`src/rtl/crypto_job_arbiter_if.sv`:
```
// Requester/core bus for crypto_job_arbiter. The master modport is the environment
// (requesters and crypto core); the slave modport is the arbiter.
interface crypto_job_arbiter_if #(
  parameter int unsigned DATA_W = 16,
  parameter int unsigned KEY_W  = 16
);
  logic              req0, req1;
  logic [1:0]        mode0, mode1;
  logic [DATA_W-1:0] din0, din1;
  logic [KEY_W-1:0]  kin0, kin1;

  logic              gnt0, gnt1;
  logic              done0, done1;
  logic              err0, err1;
  logic [DATA_W-1:0] dout;
  logic [KEY_W-1:0]  kout;
  logic              busy;

  logic              core_bgn;
  logic [1:0]        core_mode;
  logic [DATA_W-1:0] core_data;
  logic [KEY_W-1:0]  core_key;
  logic              core_out_data, core_out_key, core_fin;
  logic [DATA_W-1:0] core_result;

  modport master (
    output req0, req1, mode0, mode1, din0, din1, kin0, kin1,
    output core_out_data, core_out_key, core_fin, core_result,
    input  gnt0, gnt1, done0, done1, err0, err1, dout, kout, busy,
    input  core_bgn, core_mode, core_data, core_key
  );

  modport slave (
    input  req0, req1, mode0, mode1, din0, din1, kin0, kin1,
    input  core_out_data, core_out_key, core_fin, core_result,
    output gnt0, gnt1, done0, done1, err0, err1, dout, kout, busy,
    output core_bgn, core_mode, core_data, core_key
  );
endinterface

```
`src/rtl/crypto_job_arbiter.sv`:
```
// Round-robin scheduler sharing one crypto core between two requesters.
// Optional watchdog enabled by defining CRYPTO_ARB_TIMEOUT_EN.
module crypto_job_arbiter #(
  parameter int unsigned DATA_W  = 16,
  parameter int unsigned KEY_W   = 16,
  parameter int unsigned TIMEOUT = 63
) (
  input  logic                 clk,
  input  logic                 rst,
  crypto_job_arbiter_if.slave  bus
);

  if (KEY_W > DATA_W || TIMEOUT == 0 || TIMEOUT > 63) begin : g_cfg_check
    $error("crypto_job_arbiter: KEY_W must not exceed DATA_W and TIMEOUT must be 1..63");
  end

  typedef enum logic [2:0] {
    S_IDLE,
    S_LAUNCH,
    S_WAIT_RES,
    S_DELIVER,
`ifdef CRYPTO_ARB_TIMEOUT_EN
    S_TIMEOUT,
`endif
    S_REJECT
  } state_t;

  state_t            state_q;
  logic              owner_q;
  logic              last_q;   // port served most recently
  logic [1:0]        gnt_q, done_q, err_q;
  logic              busy_q, bgn_q;
  logic [1:0]        cmode_q;
  logic [DATA_W-1:0] cdata_q, dout_q;
  logic [KEY_W-1:0]  ckey_q, kout_q;

`ifdef CRYPTO_ARB_TIMEOUT_EN
  // Last WAIT_RES count before the limit; the count reaches TIMEOUT on this cycle.
  localparam logic [5:0] CntLast = 6'(TIMEOUT - 1);
  logic [5:0] cnt_q;
`endif

  logic              req_any, win_d, mode_ok;
  logic [1:0]        mode_d;
  logic [DATA_W-1:0] din_d;
  logic [KEY_W-1:0]  kin_d;

  always_comb begin
    req_any = bus.req0 | bus.req1;
    if (bus.req0 && bus.req1) begin
      win_d = ~last_q;
    end else begin
      win_d = bus.req1;
    end
    mode_d  = win_d ? bus.mode1 : bus.mode0;
    din_d   = win_d ? bus.din1  : bus.din0;
    kin_d   = win_d ? bus.kin1  : bus.kin0;
    mode_ok = (mode_d == 2'b01) || (mode_d == 2'b10);
  end

  always_ff @(posedge clk) begin
    if (!rst) begin
      state_q <= S_IDLE;
      owner_q <= 1'b0;
      last_q  <= 1'b1;
      gnt_q   <= '0;
      done_q  <= '0;
      err_q   <= '0;
      busy_q  <= 1'b0;
      bgn_q   <= 1'b0;
      cmode_q <= '0;
      cdata_q <= '0;
      ckey_q  <= '0;
      dout_q  <= '0;
      kout_q  <= '0;
`ifdef CRYPTO_ARB_TIMEOUT_EN
      cnt_q   <= '0;
`endif
    end else begin
      gnt_q  <= '0;
      done_q <= '0;
      err_q  <= '0;
      bgn_q  <= 1'b0;
      unique case (state_q)
        S_IDLE: begin
          if (req_any) begin
            owner_q        <= win_d;
            last_q         <= win_d;
            busy_q         <= 1'b1;
            gnt_q[win_d]   <= 1'b1;
            if (mode_ok) begin
              state_q <= S_LAUNCH;
              bgn_q   <= 1'b1;
              cmode_q <= mode_d;
              cdata_q <= din_d;
              ckey_q  <= kin_d;
            end else begin
              state_q      <= S_REJECT;
              err_q[win_d] <= 1'b1;
            end
          end
        end
        S_LAUNCH: begin
          state_q <= S_WAIT_RES;
`ifdef CRYPTO_ARB_TIMEOUT_EN
          cnt_q   <= '0;
`endif
        end
        S_WAIT_RES: begin
          if (bus.core_out_data) dout_q <= bus.core_result;
          if (bus.core_out_key)  kout_q <= bus.core_result[KEY_W-1:0];
          // core_fin takes priority over an expiring watchdog
          if (bus.core_fin) begin
            state_q         <= S_DELIVER;
            done_q[owner_q] <= 1'b1;
          end
`ifdef CRYPTO_ARB_TIMEOUT_EN
          else if (cnt_q == CntLast) begin
            state_q        <= S_TIMEOUT;
            err_q[owner_q] <= 1'b1;
          end else begin
            cnt_q <= cnt_q + 6'd1;
          end
`endif
        end
`ifdef CRYPTO_ARB_TIMEOUT_EN
        S_TIMEOUT,
`endif
        S_DELIVER, S_REJECT: begin
          state_q <= S_IDLE;
          busy_q  <= 1'b0;
          cmode_q <= '0;
          cdata_q <= '0;
          ckey_q  <= '0;
        end
        default: begin
          state_q <= S_IDLE;
          busy_q  <= 1'b0;
        end
      endcase
    end
  end

  assign bus.gnt0      = gnt_q[0];
  assign bus.gnt1      = gnt_q[1];
  assign bus.done0     = done_q[0];
  assign bus.done1     = done_q[1];
  assign bus.err0      = err_q[0];
  assign bus.err1      = err_q[1];
  assign bus.busy      = busy_q;
  assign bus.dout      = dout_q;
  assign bus.kout      = kout_q;
  assign bus.core_bgn  = bgn_q;
  assign bus.core_mode = cmode_q;
  assign bus.core_data = cdata_q;
  assign bus.core_key  = ckey_q;

endmodule

```
`src/flat_wrapper.sv`:
```
// flat-port wrapper written by rule: the top's interface ports become plain ports
module crypto_job_arbiter_flat 
#(
  parameter int unsigned DATA_W  = 16,
  parameter int unsigned KEY_W   = 16,
  parameter int unsigned TIMEOUT = 63
)
  (clk, rst, bus_req0, bus_req1, bus_mode0, bus_mode1, bus_din0, bus_din1, bus_kin0, bus_kin1, bus_core_out_data, bus_core_out_key, bus_core_fin, bus_core_result, bus_gnt0, bus_gnt1, bus_done0, bus_done1, bus_err0, bus_err1, bus_dout, bus_kout, bus_busy, bus_core_bgn, bus_core_mode, bus_core_data, bus_core_key);
  crypto_job_arbiter_if #(.DATA_W(DATA_W), .KEY_W(KEY_W)) bus_i ();
  input  logic clk;
  input  logic rst;
  input wire logic [$bits(bus_i.req0)-1:0] bus_req0;
  input wire logic [$bits(bus_i.req1)-1:0] bus_req1;
  input wire logic [$bits(bus_i.mode0)-1:0] bus_mode0;
  input wire logic [$bits(bus_i.mode1)-1:0] bus_mode1;
  input wire logic [$bits(bus_i.din0)-1:0] bus_din0;
  input wire logic [$bits(bus_i.din1)-1:0] bus_din1;
  input wire logic [$bits(bus_i.kin0)-1:0] bus_kin0;
  input wire logic [$bits(bus_i.kin1)-1:0] bus_kin1;
  input wire logic [$bits(bus_i.core_out_data)-1:0] bus_core_out_data;
  input wire logic [$bits(bus_i.core_out_key)-1:0] bus_core_out_key;
  input wire logic [$bits(bus_i.core_fin)-1:0] bus_core_fin;
  input wire logic [$bits(bus_i.core_result)-1:0] bus_core_result;
  output wire logic [$bits(bus_i.gnt0)-1:0] bus_gnt0;
  output wire logic [$bits(bus_i.gnt1)-1:0] bus_gnt1;
  output wire logic [$bits(bus_i.done0)-1:0] bus_done0;
  output wire logic [$bits(bus_i.done1)-1:0] bus_done1;
  output wire logic [$bits(bus_i.err0)-1:0] bus_err0;
  output wire logic [$bits(bus_i.err1)-1:0] bus_err1;
  output wire logic [$bits(bus_i.dout)-1:0] bus_dout;
  output wire logic [$bits(bus_i.kout)-1:0] bus_kout;
  output wire logic [$bits(bus_i.busy)-1:0] bus_busy;
  output wire logic [$bits(bus_i.core_bgn)-1:0] bus_core_bgn;
  output wire logic [$bits(bus_i.core_mode)-1:0] bus_core_mode;
  output wire logic [$bits(bus_i.core_data)-1:0] bus_core_data;
  output wire logic [$bits(bus_i.core_key)-1:0] bus_core_key;
  assign bus_i.req0 = bus_req0;
  assign bus_i.req1 = bus_req1;
  assign bus_i.mode0 = bus_mode0;
  assign bus_i.mode1 = bus_mode1;
  assign bus_i.din0 = bus_din0;
  assign bus_i.din1 = bus_din1;
  assign bus_i.kin0 = bus_kin0;
  assign bus_i.kin1 = bus_kin1;
  assign bus_i.core_out_data = bus_core_out_data;
  assign bus_i.core_out_key = bus_core_out_key;
  assign bus_i.core_fin = bus_core_fin;
  assign bus_i.core_result = bus_core_result;
  assign bus_gnt0 = bus_i.gnt0;
  assign bus_gnt1 = bus_i.gnt1;
  assign bus_done0 = bus_i.done0;
  assign bus_done1 = bus_i.done1;
  assign bus_err0 = bus_i.err0;
  assign bus_err1 = bus_i.err1;
  assign bus_dout = bus_i.dout;
  assign bus_kout = bus_i.kout;
  assign bus_busy = bus_i.busy;
  assign bus_core_bgn = bus_i.core_bgn;
  assign bus_core_mode = bus_i.core_mode;
  assign bus_core_data = bus_i.core_data;
  assign bus_core_key = bus_i.core_key;
  crypto_job_arbiter #(.DATA_W(DATA_W), .KEY_W(KEY_W), .TIMEOUT(TIMEOUT)) u_core (.clk(clk), .rst(rst), .bus(bus_i));
endmodule
```
`config.mk`:
```
export PLATFORM = sky130hd
export DESIGN_NAME = crypto_job_arbiter_flat
export DESIGN_NICKNAME = d
export VERILOG_FILES = /design/src/rtl/crypto_job_arbiter_if.sv /design/src/rtl/crypto_job_arbiter.sv /design/src/flat_wrapper.sv
export SDC_FILE = /design/constraint.sdc
export NUM_CORES = 1
export LEC_CHECK = 0
export CAP_MARGIN = 20
export CORE_MARGIN = 5
export CORE_UTILIZATION = 38
export CTS_BUF_LIST = sky130_fd_sc_hd__clkbuf_4
export CTS_CLUSTER_DIAMETER = 60
export DETAILED_ROUTE_END_ITERATION = 10
export GPL_TIMING_DRIVEN = 0
export PLACE_DENSITY = 0.79
export SLEW_MARGIN = 20
export SYNTH_ARGS = -nofsm -noshare
export SYNTH_HDL_FRONTEND = slang
export SYNTH_SLANG_ARGS = --single-unit
```
`constraint.sdc`:
```
create_clock -name clk -period 1.3 [get_ports clk]
set_input_delay 0.26 -clock clk [delete_from_list [all_inputs] [get_ports clk]]
set_output_delay 0.26 -clock clk [all_outputs]
set_load 0.05 [all_outputs]
```
==> flow_summary.toml <==
[sta]
tns_ns = -9.061
rsz0062_at_grt = "true"
maxSlewHeadroom_pct = 66.38
slew_violations = 0
layout_setup_ws_ns = -0.2831
clock.fmax_ghz = 0.6317
timing.hold.ws_ns = 0.3470
final.setup_skew_ns = 0.01765
finalSetupViolCount = 44
finalHoldViolCount = 0
post-route-min-period_ns = 1.583
worstMarginPinSlew_ns = 0.5044
finalCritPeriodShare_pct = 121.8

[power]
power.leakage_nw = 2.438
p_sw_share_pct = 36.78
p_sw_mw = 2.980
pwr-share-seq_pct = 35.9
vdd.ir_drop.worst_v = 0.0009736
pwr_density_cell_nw_per_um2 = 1374
combPwrFrac_pct = 40.8
intPower_mw = 5.123
power_mw = 8.103
power.clock.fraction_pct = 23.3

[layout]
diodes = 0
instances_no_fill = 667
layout_commonest_cell = "nand2_1"
multi_input_area_um2 = 1785
area.sequential_um2 = 1599
fillers = 682
stdcell_area_um2 = 5899
drive_above_1_share_pct = 41.32
area_growth_pct = 73.41
fin_nets = 645
layout_common_cells = "91 x nand2_1, 89 x clkdlybuf4s50_1, 69 x dfxtp_1"

[logic_synthesis]
synth_seq_cells = 79
synth_area_um2 = 3402
synth_warnings = 0
syn_inst = 353
yosys.cell_types.count = 35
seq_area_frac_synth_pct = 46.49
synth.net_count = 444
synth.avg_cell_area_um2 = 9.637

[setup_path]
reg2reg_depth = 7
cp_slowest_cell = "clkdlybuf4s50_1"
reg2reg_to = "u_core.bus.core_data[13]$_SDFFE_PN0P_"
start_kind = "input port"
max_stage_delay_ns = 0.49
crit_buf_inv = 4
crit_start = "bus_req0"
required_ns = 1.65
crit_path_end = "u_core.bus.core_data[13]$_SDFFE_PN0P_"
critPathCaptureType = "register"
r2r_start = "u_core.last_q$_SDFFE_PN1P_"
worstPathArrival_ns = 1.93
worst-path-stages = 8
reg2reg_slack_ns = -0.24
path_cells = "clkdlybuf4s50_1 -> a21boi_2 -> buf_6 -> mux2i_4 -> nand3_4 -> buf_12 -> buf_8 -> a22oi_2"
crit_family = "buffers and inverters"
cp_max_fo = 5
critPathKind = "input port to register"

[placement]
place.gp.congestion = 0.8074
dpl.cell_count = 625
port_buffers = 164
dp_hpwl_um = 8190
place_area_um2 = 5201

[die]
dieArea_um2 = 10950
fp.dieH_um = 104.6
fp.dieW_um = 104.6
rows = 34
core-area_um2 = 8721
io_pins = 165
initial_utilization_pct = 39.01

[grt]
grt_pass1_vias = 3701
antenna_found_initial = 0
grt_pass1_wl_um = 18240
grt_max_degree = 15
grtUsageTotal_pct = 20.14
overflow = 0

[hold_path]
hold_class = "input port to register"

[run]
maxCapViolCount = 0

[run_status]
outcome = "finished with violations"
violations = "negative setup slack"

[drt]
drcViolationCount = 0
drt_iter0_markers = 118
top_layer = "met4"
drtAntennaViolNets = 0
vias = 3452
firstDrtPassIters = 4
drt-total-wl_um = 11430
detail_route.wl_per_cell_um = 17.13
wl_met3_um = 1123
avgViaCountPerCell = 5.175
dr_wl_met2_um = 5612
wl_met1_um = 4507

[clocking]
tritoncts = "built"
clockBufferDepth = 2
cts.sinks = 79
path_clk_slew_ns = 0.13
root_buffer = "clkbuf_4"
cts_made_buffers = 9
htreeDepth = 3
cts_hold_buffers = 0
insertion_delay_ns = 0.43
==> metrics by stage <==
step	setup WS [ns]	util, %
finish	-0.2831	67.65
global route	-0.3544	67.65
CTS	-0.2408	62.97
detailed placement	-0.7755	59.64
floorplan	-0.06088	-
global placement	-0.7287	59.64
==> tightest hold or removal path, delay by kind of cell <==
kind / cells / cell delay [ns]
buf+inv: 1 / 0.27
compound gates: 2 / 0.20
==> cells by family (layout without fill, tap and decap cells) <==
family                 Yosys count  after routing  synth area share (%)
XOR/XNOR                         3              3                0.9932
AND/OR/NAND/NOR                131            131                 16.84
flip-flops                      79             79                 46.49
AO/OA/AOI/OAI                  108            108                 29.09
buffers and inverters           31            237                 5.922
multiplexers                     1              1                0.6620
==> layer usage <==
metal  GRT usage, %  vias to the layer above
li1               -                     1648
met1          21.92                     1640
met2          35.25                      143
met3          9.433                       21
met4          5.388                        0
met5              0                        -
==> cells in the mapped netlist, drive strengths merged <==
cell type,count,area [µm²]
nand2,102,382.9
dfxtp,79,1582
a21boi,34,255.2
a22oi,32,380.4
o22ai,32,287.8
buf,20,156.4
clkbuf,9,37.54
nor2,5,18.77
and3,4,25.02
nand2b,4,25.02
nor3,4,25.02
o21ai,4,20.02
a21oi,3,15.01
nand3,3,27.53
nor3b,3,27.52
xnor2,3,33.79
a32o,2,20.02
inv,2,7.510
nand3b,2,15.01
and2,1,6.260
and2b,1,7.510
mux2i,1,22.52
nor2b,1,6.260
o221a,1,11.26
or2,1,6.260
==> what timing repair did <==
item | 4_1_cts | 5_1_grt
endpoints found under the setup margin | 147 | 110
cloned | 5 | 2
setup buffers | 9 | 12
resized for setup | 483 | 103
pin swaps | 20 | 34
==> power groups by stage <==
| stage | sequential [mW] | clock (mW) | combinational (mW) |
|---|---|---|---|
| 4_1_cts | 2.88 | 1.91 | 3.07 |
| 2_1_floorplan | 3.83 | 0 | 0.930 |
| 6_report | 2.91 | 1.88 | 3.31 |
| 5_1_grt | 2.95 | 2.04 | 3.48 |
| 3_3_place_gp | 2.91 | 0 | 2.87 |
| 3_5_place_dp | 2.92 | 0 | 2.91 |
==> final cells by class <==
| class | instances | area share (%) |
|---|---|---|
| plain buffers | 28 | 4.560 |
| well taps | 108 | 2.291 |
| inverters | 2 | 0.2121 |
| clock inverters | 7 | 2.036 |
| clock buffers | 9 | 1.145 |
| multi-input cells | 243 | 30.27 |
| flip-flops and latches | 79 | 27.10 |
| repair buffers | 191 | 32.39 |
==> how the worst min path moves through the flow <==
stage / from / endpoint / slack [ns] / cells past startpoint
2_1_floorplan: bus_core_result[10] / u_core.bus.dout[10]$_SDFFE_PN0P_ / 0.39 / 2
3_3_place_gp: u_core.owner_q$_SDFFE_PN0P_ / u_core.done_q[0]$_SDFF_PN0_ / 0.41 / 1
3_5_place_dp: u_core.owner_q$_SDFFE_PN0P_ / u_core.done_q[0]$_SDFF_PN0_ / 0.42 / 1
4_1_cts: bus_req1 / u_core.last_q$_SDFFE_PN1P_ / 0.31 / 3
5_1_grt: bus_req1 / u_core.last_q$_SDFFE_PN1P_ / 0.34 / 3
6_report: bus_req1 / u_core.last_q$_SDFFE_PN1P_ / 0.35 / 3
==> state kept, by name, summed over array words and instances (netlist names) <==
| register | count |
|---|---|
| u_core.bus.core_data | 16 |
| u_core.bus.core_key | 16 |
| u_core.bus.dout | 16 |
| u_core.bus.kout | 16 |
| u_core.state_q | 3 |
| u_core.bus.core_mode | 2 |
| u_core.done_q | 2 |
| u_core.err_q | 2 |
| u_core.gnt_q | 2 |
| u_core.bus.busy | 1 |
| u_core.bus.core_bgn | 1 |
| u_core.last_q | 1 |
| u_core.owner_q | 1 |
Power figures use the tool's default switching activity.
